--- config.mk ---
export PLATFORM = sky130hd
export DESIGN_NAME = key_event_queue
export DESIGN_NICKNAME = d
export VERILOG_FILES = /design/src/rtl/key_pkg.sv /design/src/rtl/sync_fifo.sv /design/src/rtl/key_event_queue.sv
export SDC_FILE = /design/constraint.sdc
export NUM_CORES = 1
export LEC_CHECK = 0
export BUFFER_PORTS_ARGS = -buffer_cell sky130_fd_sc_hd__buf_2
export CORE_MARGIN = 2
export CORE_UTILIZATION = 60
export CTS_CLUSTER_DIAMETER = 100
export CTS_CLUSTER_SIZE = 16
export DETAILED_ROUTE_END_ITERATION = 7
export PLACE_DENSITY = 0.8
export SETUP_SLACK_MARGIN = 0.4
export SKIP_LAST_GASP = 1
export SLEW_MARGIN = 20
export SYNTH_ARGS = -nofsm -noshare
export SYNTH_HDL_FRONTEND = slang
export SYNTH_SLANG_ARGS = --single-unit
--- constraint.sdc ---
create_clock -name clk -period 5.8 [get_ports clk]
set_input_delay 0.58 -clock clk [delete_from_list [all_inputs] [get_ports clk]]
set_output_delay 0.58 -clock clk [all_outputs]
set_load 0.02 [all_outputs]
--- src/rtl/key_pkg.sv ---
// Shared definitions for the key event queue: key/code widths, the
// queued event record and a priority helper that picks the lowest key.
package key_pkg;

  localparam int KEY_N  = 8;
  localparam int CODE_W = 3;

  // One queued event: which key, and whether it is an auto-repeat.
  typedef struct packed {
    logic              rpt;
    logic [CODE_W-1:0] code;
  } key_event_t;

  // Index of the lowest set bit; 0 when no bit is set.
  function automatic logic [CODE_W-1:0] lowest_set(input logic [KEY_N-1:0] v);
    logic [CODE_W-1:0] idx;
    idx = '0;
    for (int i = KEY_N - 1; i >= 0; i--) begin
      if (v[i]) idx = CODE_W'(i);
    end
    return idx;
  endfunction

endpackage

--- src/rtl/sync_fifo.sv ---
// Small synchronous FIFO with a registered storage array. The head entry
// is read straight out of the storage registers, so it stays put while the
// consumer stalls. A push into a full FIFO is accepted only when a pop
// frees a slot in the same cycle.
module sync_fifo #(
  parameter int WIDTH = 4,
  parameter int DEPTH = 4
) (
  input  logic                   clk,
  input  logic                   rst,
  input  logic                   push,
  input  logic                   pop,
  input  logic [WIDTH-1:0]       wdata,
  output logic [WIDTH-1:0]       head,
  output logic                   full,
  output logic                   empty,
  output logic [$clog2(DEPTH):0] count
);

  localparam int PTR_W = $clog2(DEPTH);
  localparam int CNT_W = PTR_W + 1;

  logic [WIDTH-1:0] mem [DEPTH];
  logic [PTR_W-1:0] wr_ptr;
  logic [PTR_W-1:0] rd_ptr;
  logic             do_push;
  logic             do_pop;

  assign full    = (count == CNT_W'(DEPTH));
  assign empty   = (count == '0);
  assign do_pop  = pop && !empty;
  assign do_push = push && (!full || do_pop);
  assign head    = mem[rd_ptr];

  // Storage, pointers and occupancy; pointers wrap naturally at DEPTH.
  always_ff @(posedge clk) begin
    if (rst) begin
      wr_ptr <= '0;
      rd_ptr <= '0;
      count  <= '0;
      for (int i = 0; i < DEPTH; i++) mem[i] <= '0;
    end else begin
      if (do_push) begin
        mem[wr_ptr] <= wdata;
        wr_ptr      <= wr_ptr + 1'b1;
      end
      if (do_pop) rd_ptr <= rd_ptr + 1'b1;
      case ({do_push, do_pop})
        2'b10:   count <= count + 1'b1;
        2'b01:   count <= count - 1'b1;
        default: count <= count;
      endcase
    end
  end

endmodule

--- src/rtl/key_event_queue.sv ---
// Turns debounced key levels into a queue of discrete key events.
// Presses are collected into a pending set and drained one per cycle,
// lowest key first, so simultaneous presses and presses made while the
// FIFO is full are not lost. A held key produces auto-repeat events once
// the FIFO has room and no fresh press is waiting.
module key_event_queue
  import key_pkg::*;
#(
  parameter int DEPTH         = 4,
  parameter int REPEAT_DELAY  = 25_000_000,
  parameter int REPEAT_PERIOD = 5_000_000
) (
  input  logic                   clk,
  input  logic                   rst,
  input  logic [KEY_N-1:0]       key_in,
  input  logic                   ev_ready,
  output logic                   ev_valid,
  output logic [CODE_W-1:0]      ev_code,
  output logic                   ev_repeat,
  output logic                   overflow,
  output logic [$clog2(DEPTH):0] count
);

  localparam int CNT_W    = (REPEAT_DELAY > 0) ? $clog2(REPEAT_DELAY + 1) : 1;
  localparam int DELAY_M1 = (REPEAT_DELAY > 0) ? REPEAT_DELAY - 1 : 0;
  localparam int RELOAD   = (REPEAT_DELAY > 0) ? REPEAT_DELAY - REPEAT_PERIOD : 0;

  logic [KEY_N-1:0]  prev;
  logic [KEY_N-1:0]  pend;
  logic [KEY_N-1:0]  rise;
  logic [KEY_N-1:0]  cand;
  logic [KEY_N-1:0]  press_mask;
  logic [KEY_N-1:0]  pend_next;
  logic [CODE_W-1:0] press_code;
  logic [CODE_W-1:0] hk;
  logic [CODE_W-1:0] hk_prev;
  logic [CNT_W-1:0]  hold_cnt;
  logic              rpt_req;
  logic              hold_same;
  logic              expire;
  logic              pop;
  logic              push_ok;
  logic              press_push;
  logic              rpt_push;
  logic              push;
  logic              fifo_full;
  logic              fifo_empty;
  key_event_t        wr_event;
  key_event_t        head_event;

  assign rise       = key_in & ~prev;
  assign cand       = pend | rise;
  assign press_code = lowest_set(cand);
  assign press_mask = KEY_N'(1) << press_code;
  assign hk         = lowest_set(key_in);

  // A key counts as "still held" only if some key was down last cycle too
  // and the lowest held key has not changed; anything else restarts timing.
  assign hold_same  = (|key_in) && (|prev) && (hk == hk_prev);
  assign expire     = (REPEAT_DELAY > 0) && hold_same && (hold_cnt == CNT_W'(DELAY_M1));

  assign pop        = ev_valid && ev_ready;
  assign push_ok    = !fifo_full || pop;
  assign press_push = (|cand) && push_ok;
  assign rpt_push   = !(|cand) && rpt_req && hold_same && push_ok;
  assign push       = press_push || rpt_push;

  // Choose what to enqueue this cycle; fresh presses beat auto-repeats.
  always_comb begin
    wr_event      = '0;
    pend_next     = cand;
    if (press_push) begin
      wr_event.rpt  = 1'b0;
      wr_event.code = press_code;
      pend_next     = cand & ~press_mask;
    end else if (rpt_push) begin
      wr_event.rpt  = 1'b1;
      wr_event.code = hk;
    end
  end

  // Edge detection history and pending presses; prev starts all-ones so
  // keys already down when reset lifts are not reported as presses.
  always_ff @(posedge clk) begin
    if (rst) begin
      prev <= '1;
      pend <= '0;
    end else begin
      prev <= key_in;
      pend <= pend_next;
    end
  end

  // A second press of a key whose first press is still pending is lost.
  always_ff @(posedge clk) begin
    if (rst) begin
      overflow <= 1'b0;
    end else if (|(rise & pend)) begin
      overflow <= 1'b1;
    end
  end

  // Hold timer and repeat request for the lowest held key. An expiry while
  // a request is still outstanding simply re-arms the same request.
  always_ff @(posedge clk) begin
    if (rst) begin
      hold_cnt <= '0;
      rpt_req  <= 1'b0;
      hk_prev  <= '0;
    end else begin
      hk_prev <= hk;
      if (!hold_same) begin
        hold_cnt <= '0;
        rpt_req  <= 1'b0;
      end else if (expire) begin
        hold_cnt <= CNT_W'(RELOAD);
        rpt_req  <= 1'b1;
      end else begin
        if (REPEAT_DELAY > 0) hold_cnt <= hold_cnt + 1'b1;
        if (rpt_push) rpt_req <= 1'b0;
      end
    end
  end

  sync_fifo #(
    .WIDTH ($bits(key_event_t)),
    .DEPTH (DEPTH)
  ) u_fifo (
    .clk   (clk),
    .rst   (rst),
    .push  (push),
    .pop   (pop),
    .wdata (wr_event),
    .head  (head_event),
    .full  (fifo_full),
    .empty (fifo_empty),
    .count (count)
  );

  assign ev_valid  = !fifo_empty;
  assign ev_code   = head_event.code;
  assign ev_repeat = head_event.rpt;

endmodule

==> metrics.txt, run 1 <==
number of fill cells=443; number of enable-type register cells in the synthesized netlist=16; Synth cell types=57; antenna-violating nets left=0; critical path capture point type=register; leading cell types by total area after synthesis=dfxtp_1 33%, edfxtp_1 14%, nor2_1 6.2%, xor2_1 4.2%, xnor2_1 2.9%; clock root buffer=clkbuf_8; # nets final=380; Worst-Skew Late Latency=0.35 ns; Setup Skew=0.00394 ns; total leakage power=0.00129 uW; Cell Area, Synth=3350 um2; startpoint class of the critical path=input port; Total Wirelength=6.24 mm; Global Route Usage Sum=0.227; final-layout worst hold slack=0.470 ns; Placer Congestion=0.848; mean number of vias per cell=5.69; type of the setup path with the least slack=in2reg; number of setup violations in the final report=0; Pwr Density=331 nW/um2; half-perimeter wire length after detailed placement=4.66 mm; Core Rows=27; Routed WL per cell=14.1 um; most frequent cells in the layout=55 x nor2_1, 55 x dfxtp_1, 22 x nand2_1, 19 x buf_2; routed via count=2514; Clock Path Buffers=2; Final period util=0.595; Cell Count, Final, Fillers Out=442; detailed-routing iteration count for the pre-antenna-repair pass=5; actual transition at the worst max-transition pin=0.796 ns; TritonCTS clock tree=yes; Min-Delay Path Class=in2reg; data required time at the worst endpoint=6.08 ns; number of top-level design ports=20; net count of the mapped netlist=359; proportion of netlist area held by the largest area contributor=0.328; core region area=5440 um2; share of synthesized area occupied by flip-flops and latches=0.472; number of design rule violations left after detail routing=0; Slew Limit Headroom=0.465; maximum clock frequency=0.290 GHz; ratio of cells with drive above 1 in the final layout=0.168; sequential cell area=1580 um2; Max H-tree Level=3; signed area change from the synthesized netlist to the final layout=9.03%; DIE WIDTH=78.7 um; TritonCTS Buffers=9; result of the run=finished, final reports clean; initial standard-cell utilization of the core=0.616; vertical die dimension=78.7 um; number of failing hold endpoints at the final stage=0; first-pass GRT wire length=10.9 mm; Post CTS Setup Buffer Count=0; post-CTS clock slew at the launch and capture registers of the worst setup and hold paths=0.07 ns; max-cap check violation count=0; total gr overflow=0; number of DRC markers in iteration 0=158; diodes inserted=0; antenna violations before repair=0; peak supply drop=0.222 mV; Avg Inst Size Synth=9.72 um2; Placed Instances=427; sum of negative setup slack=0 ns; unrepaired setup endpoints after global routing=false; number of clock sinks=71; Die Footprint=6200 um2; #FFs+latches synth=71; area occupied by multi-input gates=1670 um2; number of global-route vias before repair=2439; arrival time at the worst endpoint=3.73 ns; min cycle time layout=3.45 ns; maximum number of pins on one net before global-route repair=29; top fanout value on the critical path=9; share of synthesized flip-flops with an asynchronous set or reset=0; cell count after synthesis=345; IO buf count=19; number of synthesis warnings=0; final core utilization=0.672; hold buffer count at cts=0; cell type contributing the most total cell area after synthesis=dfxtp_1; most common flop cell mapped by yosys=dfxtp_1; number of instances resized during post-cts repair=0; max-slew violation total from the final report=0
[per-stage QoR]
| step | setup slack, ns | power (uW) | area (um2) |
|---|---|---|---|
| floorplan | 2.49 | 796 | 3350 |
| global placement | 2.09 | 855 | 3480 |
| detailed placement | 2.04 | 867 | 3480 |
| CTS | 2.37 | 1220 | 3650 |
| global route | 2.10 | 1270 | 3650 |
| finish | 2.35 | 1210 | 3650 |
[power breakdown]
group          internal (uW)  switching (uW)
Clock                    189             166
Sequential               555            38.0
Combinational            104             156
Total                    848             360
[kinds of logic (layout without fill, tap and decap cells)]
logic type | after synthesis | count (layout) | share of synthesized area
AO/OA/AOI/OAI | 45 | 45 | 0.105
flip-flops | 71 | 71 | 0.472
adder cells (fa/ha/maj) | 3 | 3 | 0.0134
AND/OR/NAND/NOR | 176 | 176 | 0.284
multiplexers | 4 | 4 | 0.0269
XOR/XNOR | 27 | 27 | 0.0705
buffers and inverters | 19 | 44 | 0.0287
[path summary, 6_finish.rpt]
kind / slack (ns) / end / start / depth (start not counted)
worst max-delay path: 2.35 / u_fifo.count[2] / key_in[6] / 12
worst min-delay path: 0.47 / prev[6] / key_in[6] / 2
worst max register to register: 2.59 / u_fifo.count[2] / prev[5] / 11
worst min register to register: 0.49 / hold_cnt[0] / hold_cnt[0] / 1
[flip-flops by register name, summed over array words and instances, names as in the netlist, named ones only]
name / flops
u_fifo.rd_ptr: 2
prev: 8
u_fifo.mem: 16
overflow: 1
u_fifo.count: 3
hk_prev: 3
pend: 8
rpt_req: 1
hold_cnt: 25
u_fifo.wr_ptr: 2
[cell type report]
type / instances / area share
sequential: 71 / 0.433
multi-input combinational: 255 / 0.458
inverter: 10 / 0.0103
clock buffer: 15 / 0.0483
timing repair buffer: 19 / 0.0260
tap: 72 / 0.0246
[critical path, cell delays in order]
cell and delay [ns]:
buf_2 0.12, nand2b_1 0.14, a2111oi_0 0.69, nor3_1 0.22, o211a_1 0.37, a21oi_1 0.31
ha_1 0.25, inv_1 0.06, fa_1 0.38, xor2_1 0.16, or3_1 0.31, a21oi_1 0.14
[synthesized netlist by cell type, types with 5 or more instances]
| library cell | count |
|---|---|
| or2_2 | 9 |
| and3_1 | 8 |
| edfxtp_1 | 16 |
| o21ai_0 | 8 |
| inv_1 | 10 |
| clkbuf_1 | 5 |
| xnor2_1 | 11 |
| nor3_1 | 10 |
| and2_1 | 6 |
| nor4_1 | 5 |
| nand4_1 | 9 |
| nor2_1 | 55 |
| nand3_1 | 10 |
| dfxtp_1 | 55 |
| nor2b_1 | 11 |
| nor2_4 | 8 |
| a21oi_1 | 9 |
| xor2_1 | 16 |
| nand2_1 | 22 |
[routing by layer]
| metal | share of wire | up-vias | global-route usage |
|---|---|---|---|
| li1 | - | 1274 | - |
| met1 | 0.46 | 1180 | 0.275 |
| met2 | 0.48 | 49 | 0.382 |
| met3 | 0.042 | 11 | 0.0432 |
| met4 | 0.023 | 0 | 0.119 |
| met5 | 0 | - | 0 |
(Power assumes the default switching activity.)
==> inputs of run 2 (changes only) <==
- CORE_UTILIZATION: 60 -> 54
- PLACE_DENSITY: 0.8 -> 0.76
- clock period: 5.8 -> 2.8 ns (I/O delays scaled with it)
==> run 2 against run 1 <==
Net effect: clock skew rose by 0.0011 ns; final cell count rose by 6.1%; total power rose by 120%; worst hold slack got worse by 0.29 ns; critical path type is now reg2reg.
==> metrics.txt, run 2 (synthesized netlist as in run 1, its figures left out) <==
result of the run=finished, final reports clean; reg-to-reg endpoint=u_fifo.count[2]; max-slew violation total from the final report=0 (unchanged); wire length on met3=261 um (unchanged); ratio of cells with drive above 1 in the final layout=0.259 (+0.0913); CP startpoint=prev[3]; M1 WL=3.04 mm (+6.9%); Global Route Usage Sum=0.215 (-0.0121); Placed Instances=449 (+5.2%); Max H-tree Level=3 (unchanged); clock root buffer=clkbuf_8; number of setup violations in the final report=0 (unchanged); Pwr Density=662 nW/um2 (+100%); Final period util=0.935; Die Footprint=6850 um2 (+11%); total gr overflow=0 (unchanged); number of fill cells=501 (+13%); startpoint class of the critical path=register; data required time at the worst endpoint=3.07 ns (-3.01 ns); Core Rows=28 (+3.7%); largest registers=hold_cnt x25, u_fifo.mem x16; critical path capture point type=register; Switching Share=0.305 (+0.00667); first-pass GRT wire length=11.2 mm (+3.2%); hold buffer count at cts=0 (unchanged); maximum number of pins on one net before global-route repair=29 (unchanged); # nets final=403 (+6.1%); core region area=5960 um2 (+9.5%); kind of cell adding the most delay to the critical path=simple AND/OR/NAND/NOR gates; routed via count=2610 (+3.8%); max-cap check violation count=0 (unchanged); startpoint of the most critical register-to-register path=prev[3]; IO buf count=19 (unchanged); number of top-level design ports=20 (unchanged); Setup Skew=0.00505 ns (+0.00112 ns); part of the power in registers=0.472 (-0.019); maximum clock frequency=0.382 GHz; diodes inserted=0 (unchanged); setup slack, reg-to-reg=0.18 ns (-2.41 ns); half-perimeter wire length after detailed placement=4.85 mm (+3.9%); Levels on crit path=11 (-1); top fanout value on the critical path=2 (-7); capturing element of the worst setup path=u_fifo.count[2]; Worst-Skew Late Latency=0.34 ns (about the same); portion of total power attributed to combinational logic=0.248 (+0.033); cell with the largest stage delay on the worst path=or4_4; Routed WL per cell=14.2 um (+0.68%); number of global-route vias before repair=2528 (+3.6%); signed area change from the synthesized netlist to the final layout=17.2%; critical hold path startpoint=key_in[6]; number of clock sinks=71 (unchanged); crit path buf inv count=1 (-1); total leakage power=0.00142 uW (+9.7%); max reg flops=25 (unchanged); unrepaired setup endpoints after global routing=true; Cell Count, Final, Fillers Out=469 (+6.1%); Clock Path Buffers=2 (unchanged); sum of met2 wire segment lengths after detailed routing=3.31 mm (+10%); Total Wirelength=6.67 mm (+6.8%); largest register by flop count=hold_cnt; most frequent cells in the layout=54 x nor2_1, 54 x dfxtp_1, 23 x buf_4, 22 x nand2_1, 19 x buf_2; number of design rule violations left after detail routing=0 (unchanged); delay of the slowest cell on the worst path=0.54 ns (-0.15 ns); DIE WIDTH=82.8 um (+5.1%); peak supply drop=0.455 mV (+100%); antenna-violating nets left=0 (unchanged); TritonCTS Buffers=9 (unchanged); TritonCTS clock tree=yes; Cell Int Power=1810 uW (+110%); top routing layer used=met4; vertical die dimension=82.8 um (+5.1%); Worst path most repeated cell=a21oi_4; R2R depth=11 (unchanged); initial standard-cell utilization of the core=0.563 (-0.0535); mean number of vias per cell=5.57 (-2.2%); actual transition at the worst max-transition pin=0.510 ns (-0.285 ns); arrival time at the worst endpoint=2.89 ns (-0.84 ns); number of DRC markers in iteration 0=150 (-5.1%); sequence of cells on the critical path=or4_4 > o22ai_4 > a21oi_4 > o211a_1 > a21oi_4 > ha_2 > inv_2 > fa_2 > xor2_1 > or3_1 > a21oi_1; Min-Delay Path Class=in2reg; switching power=793 uW (+120%); Slew Limit Headroom=0.660 (+0.195); min cycle time layout=2.62 ns; post-CTS clock slew at the launch and capture registers of the worst setup and hold paths=0.07 ns (about the same); number of failing hold endpoints at the final stage=0 (unchanged); antenna violations before repair=0 (unchanged); type of the setup path with the least slack=reg2reg; Placer Congestion=0.837 (-1.3%); sum of negative setup slack=0 ns (unchanged); clock network fraction of design power=0.280 (-0.014); detailed-routing iteration count for the pre-antenna-repair pass=4 (-1)
run 2: cell count changes in the layout (fill, tap and decap cells not counted), moves of 2 or more:
cell and change:
clkbuf_8 -3, clkinv_2 +2, nor4_2 +2, or4_4 +2, a21oi_1 -2, or4_1 -2, buf_4 +23, nor3_2 +2
nor3_1 -2, nor4_1 -2
run 2: per-stage QoR:
step	utilization	hold slack, ns	setup slack [ns]	total power, uW	instance area [um2]
floorplan	-	0.377	0.131	1670	3410
global placement	0.617	0.469	0.0971	1840	3680
detailed placement	0.617	0.480	0.0418	1860	3680
CTS	0.652	0.175	0.195	2590	3880
global route	0.660	0.192	0.0942	2760	3930
finish	0.660	0.183	0.182	2600	3930
run 2: routing by layer:
metal  up-vias  global-route usage
met4         0              0.0475
met2        50               0.369
met3         7              0.0617
met5         -                   0
li1       1316                   -
met1      1237               0.267
run 2: cell type report:
cell class | count | area, um2 | share of cell area
multi-input combinational | 255 | 1770 | 0.450
sequential | 71 | 1580 | 0.403
timing repair buffer | 42 | 268 | 0.0682
clock buffer | 13 | 160 | 0.0408
tap | 75 | 93.8 | 0.0239
inverter | 10 | 37.5 | 0.00955
clock inverter | 3 | 17.5 | 0.00446
run 2: what timing repair did:
action / 4_1_cts / 5_1_grt
buffers inserted: 2 / 2
pin swaps: 3 / 1
resized for setup: 3 / 8
setup endpoints to repair: 2 / 14
run 2: worst min path at each step:
stage	end	cells past startpoint
3_5_place_dp	hold_cnt[0]	1
3_3_place_gp	hold_cnt[0]	1
2_1_floorplan	prev[1]	2
4_1_cts	prev[6]	2
5_1_grt	prev[3]	2
6_report	prev[6]	2
run 2: power by group through the flow:
stage | Combinational, uW | Sequential [uW] | Clock, uW
floorplan | 415 | 1250 | 0
global placement | 596 | 1250 | 0
detailed placement | 610 | 1250 | 0
CTS | 621 | 1230 | 741
global route | 726 | 1240 | 787
finish | 645 | 1230 | 727
==> inputs of run 3 (changes only) <==
==> constraint.sdc (replaced) <==
create_clock -name clk -period 2.8 [get_ports clk]
set_input_delay 0.42 -clock clk [delete_from_list [all_inputs] [get_ports clk]]
set_output_delay 0.42 -clock clk [all_outputs]
set_load 0.02 [all_outputs]
==> run 3 against run 2 <==
Net effect: clock power rose by 11%; die area did not move; utilization rose by 0.86 points; design area rose by 1.3%; critical path type unchanged; largest power group unchanged; clock skew rose by 0.0075 ns.
==> metrics.txt, run 3 (synthesized netlist as in run 1, its figures left out) <==
Pwr Density=671 nW/um2 (+1.3%); Worst path most repeated cell=a21oi_4; critical path capture point type=register; critical hold path startpoint=key_in[6]; Routed WL per cell=14.4 um (+1.2%); reg-to-reg endpoint=u_fifo.count[2]; top fanout value on the critical path=2 (unchanged); cell with the largest stage delay on the worst path=or4_4; setup slack, reg-to-reg=0.15 ns (-0.03 ns); GRT met3 Usage=0.0476 (-0.0141); largest register by flop count=hold_cnt; Final period util=0.947 (+0.0121); detailed-routing iteration count for the pre-antenna-repair pass=4 (unchanged); final core utilization=0.668 (+0.00861); most frequent cells in the layout=55 x nor2_1, 54 x dfxtp_1, 28 x buf_4, 22 x nand2_1, 19 x buf_2; max-slew violation total from the final report=0 (unchanged); vertical die dimension=82.8 um (unchanged); M2 GR Usage=0.379 (+0.00968); Die Footprint=6850 um2 (unchanged); routed via count=2653 (+1.6%); min cycle time layout=2.65 ns (+0.0338 ns); overall power=2670 uW (+2.7%); number of top-level design ports=20 (unchanged); global routing met1 resource utilization=0.281 (+0.0136); startpoint of the most critical register-to-register path=prev[6]; startpoint class of the critical path=register; post-CTS clock slew at the launch and capture registers of the worst setup and hold paths=0.08 ns (about the same); Slew Limit Headroom=0.694 (+0.0344); mean number of vias per cell=5.60 (+0.58%); R2R depth=11 (unchanged); number of setup violations in the final report=0 (unchanged); number of DRC markers in iteration 0=165 (+10%); Min-Delay Path Class=in2reg; number of failing hold endpoints at the final stage=0 (unchanged); Worst-Skew Late Latency=0.35 ns (about the same); sequence of cells on the critical path=or4_4 > o22ai_4 > a21oi_4 > o211a_1 > a21oi_4 > ha_2 > inv_2 > fa_2 > xor2_1 > or3_1 > a21oi_2; Max H-tree Level=3 (unchanged); data required time at the worst endpoint=3.09 ns (+0.02 ns); TritonCTS clock tree=yes; diodes inserted=0 (unchanged); WHS Path Cells=2 (unchanged); # nets final=408 (+1.2%); TritonCTS Buffers=9 (unchanged); type of the setup path with the least slack=reg2reg; leading cell type in the layout, fill and taps excluded=nor2_1; largest registers=hold_cnt x25, u_fifo.mem x16; arrival time at the worst endpoint=2.94 ns (+0.05 ns); number of global-route vias before repair=2567 (+1.5%); total leakage power=0.00145 uW (+2.5%); first-pass GRT wire length=11.5 mm (+2.5%); core region area=5960 um2 (unchanged); worst slack at placement=-0.0621 ns (-0.104 ns); most crowded layer after global routing=met2; number of design rule violations left after detail routing=0 (unchanged); number of fill cells=486 (-3.0%); actual transition at the worst max-transition pin=0.459 ns (-0.0515 ns); DIE WIDTH=82.8 um (unchanged); CP startpoint=prev[6]; number of clock sinks=71 (unchanged); max reg flops=25 (unchanged); placed cell areas=3760 um2 (+2.2%); Core Rows=28 (unchanged); unrepaired setup endpoints after global routing=true; signed area change from the synthesized netlist to the final layout=18.7%; initial standard-cell utilization of the core=0.563 (unchanged); Total Wirelength=6.82 mm (+2.3%); worst setup slack after layout=0.148 ns (-0.0338 ns); total gr overflow=0 (unchanged); result of the run=finished, final reports clean; peak supply drop=0.439 mV (-3.4%); half-perimeter wire length after detailed placement=5.01 mm (+3.4%); Setup Skew=0.0125 ns (+0.00746 ns); antenna violations before repair=0 (unchanged); ratio of cells with drive above 1 in the final layout=0.273 (+0.0143); Clock Path Buffers=2 (unchanged); area occupied by multi-input gates=1760 um2 (-0.35%); max-cap check violation count=0 (unchanged); Global Route Usage Sum=0.226 (+0.0119); sequential cell area=1580 um2 (unchanged); sum of negative setup slack=0 ns (unchanged); maximum clock frequency=0.377 GHz (-1.3%); maximum number of pins on one net before global-route repair=28 (-3.4%); Placer Congestion=0.921 (+10%); IO buf count=19 (unchanged); clock root buffer=clkbuf_8; capture endpoint of the worst hold path=prev[6]; delay of the slowest cell on the worst path=0.55 ns (about the same); finished layout cell area=3980 um2 (+1.3%); antenna-violating nets left=0 (unchanged)
## run 3: repair_timing
| item | CTS | global route |
|---|---|---|
| pin swaps | 4 | 4 |
| hold buffers | 0 | 0 |
| gates resized for setup | 3 | 3 |
| endpoints found under the setup margin | 2 | 4 |
| buffers inserted | 0 | 0 |
## run 3: critical path: cells and delay by family, from the launching register on
family	cells	cell delay (ns)
xor+xnor	1	0.15
flops	1	0.32
fa+ha+maj	2	0.53
buf+inv	1	0.04
compound gates	5	0.67
simple gates	2	0.87
## run 3: layer usage
| metal | vias to the layer above | wire length, um |
|---|---|---|
| li1 | 1329 | - |
| met1 | 1263 | 3050 |
| met2 | 49 | 3410 |
| met3 | 12 | 240 |
| met4 | 0 | 117 |
| met5 | - | 0 |
## run 3: report_power, final
part / switching (uW) / total [uW] / internal [uW] / leakage (uW)
Clock: 394 / 806 / 412 / 0.0000992
Combinational: 359 / 642 / 284 / 0.000740
Sequential: 72.1 / 1220 / 1150 / 0.000615
## run 3: how the worst max path moves through the flow
stage,to,slack [ns]
after floorplan,u_fifo.count[2],0.07
after CTS,u_fifo.count[2],0.15
after detailed placement,u_fifo.count[2],-0.06
after global routing,u_fifo.count[2],0.06
final,u_fifo.count[2],0.15
after global placement,u_fifo.count[2],0.02
## run 3: final cells by class
class / instances / area share
multi-input cells: 255 / 0.443
flip-flops and latches: 71 / 0.398
repair buffers: 47 / 0.0767
clock buffers: 9 / 0.0311
well taps: 75 / 0.0236
clock inverters: 7 / 0.0185
inverters: 10 / 0.00943
## run 3: stage by stage
stage	instances	hold slack (ns)
5_1_grt	474	0.338
6_report	474	0.309
3_3_place_gp	458	0.468
4_1_cts	474	0.302
2_1_floorplan	345	0.447
3_5_place_dp	458	0.475
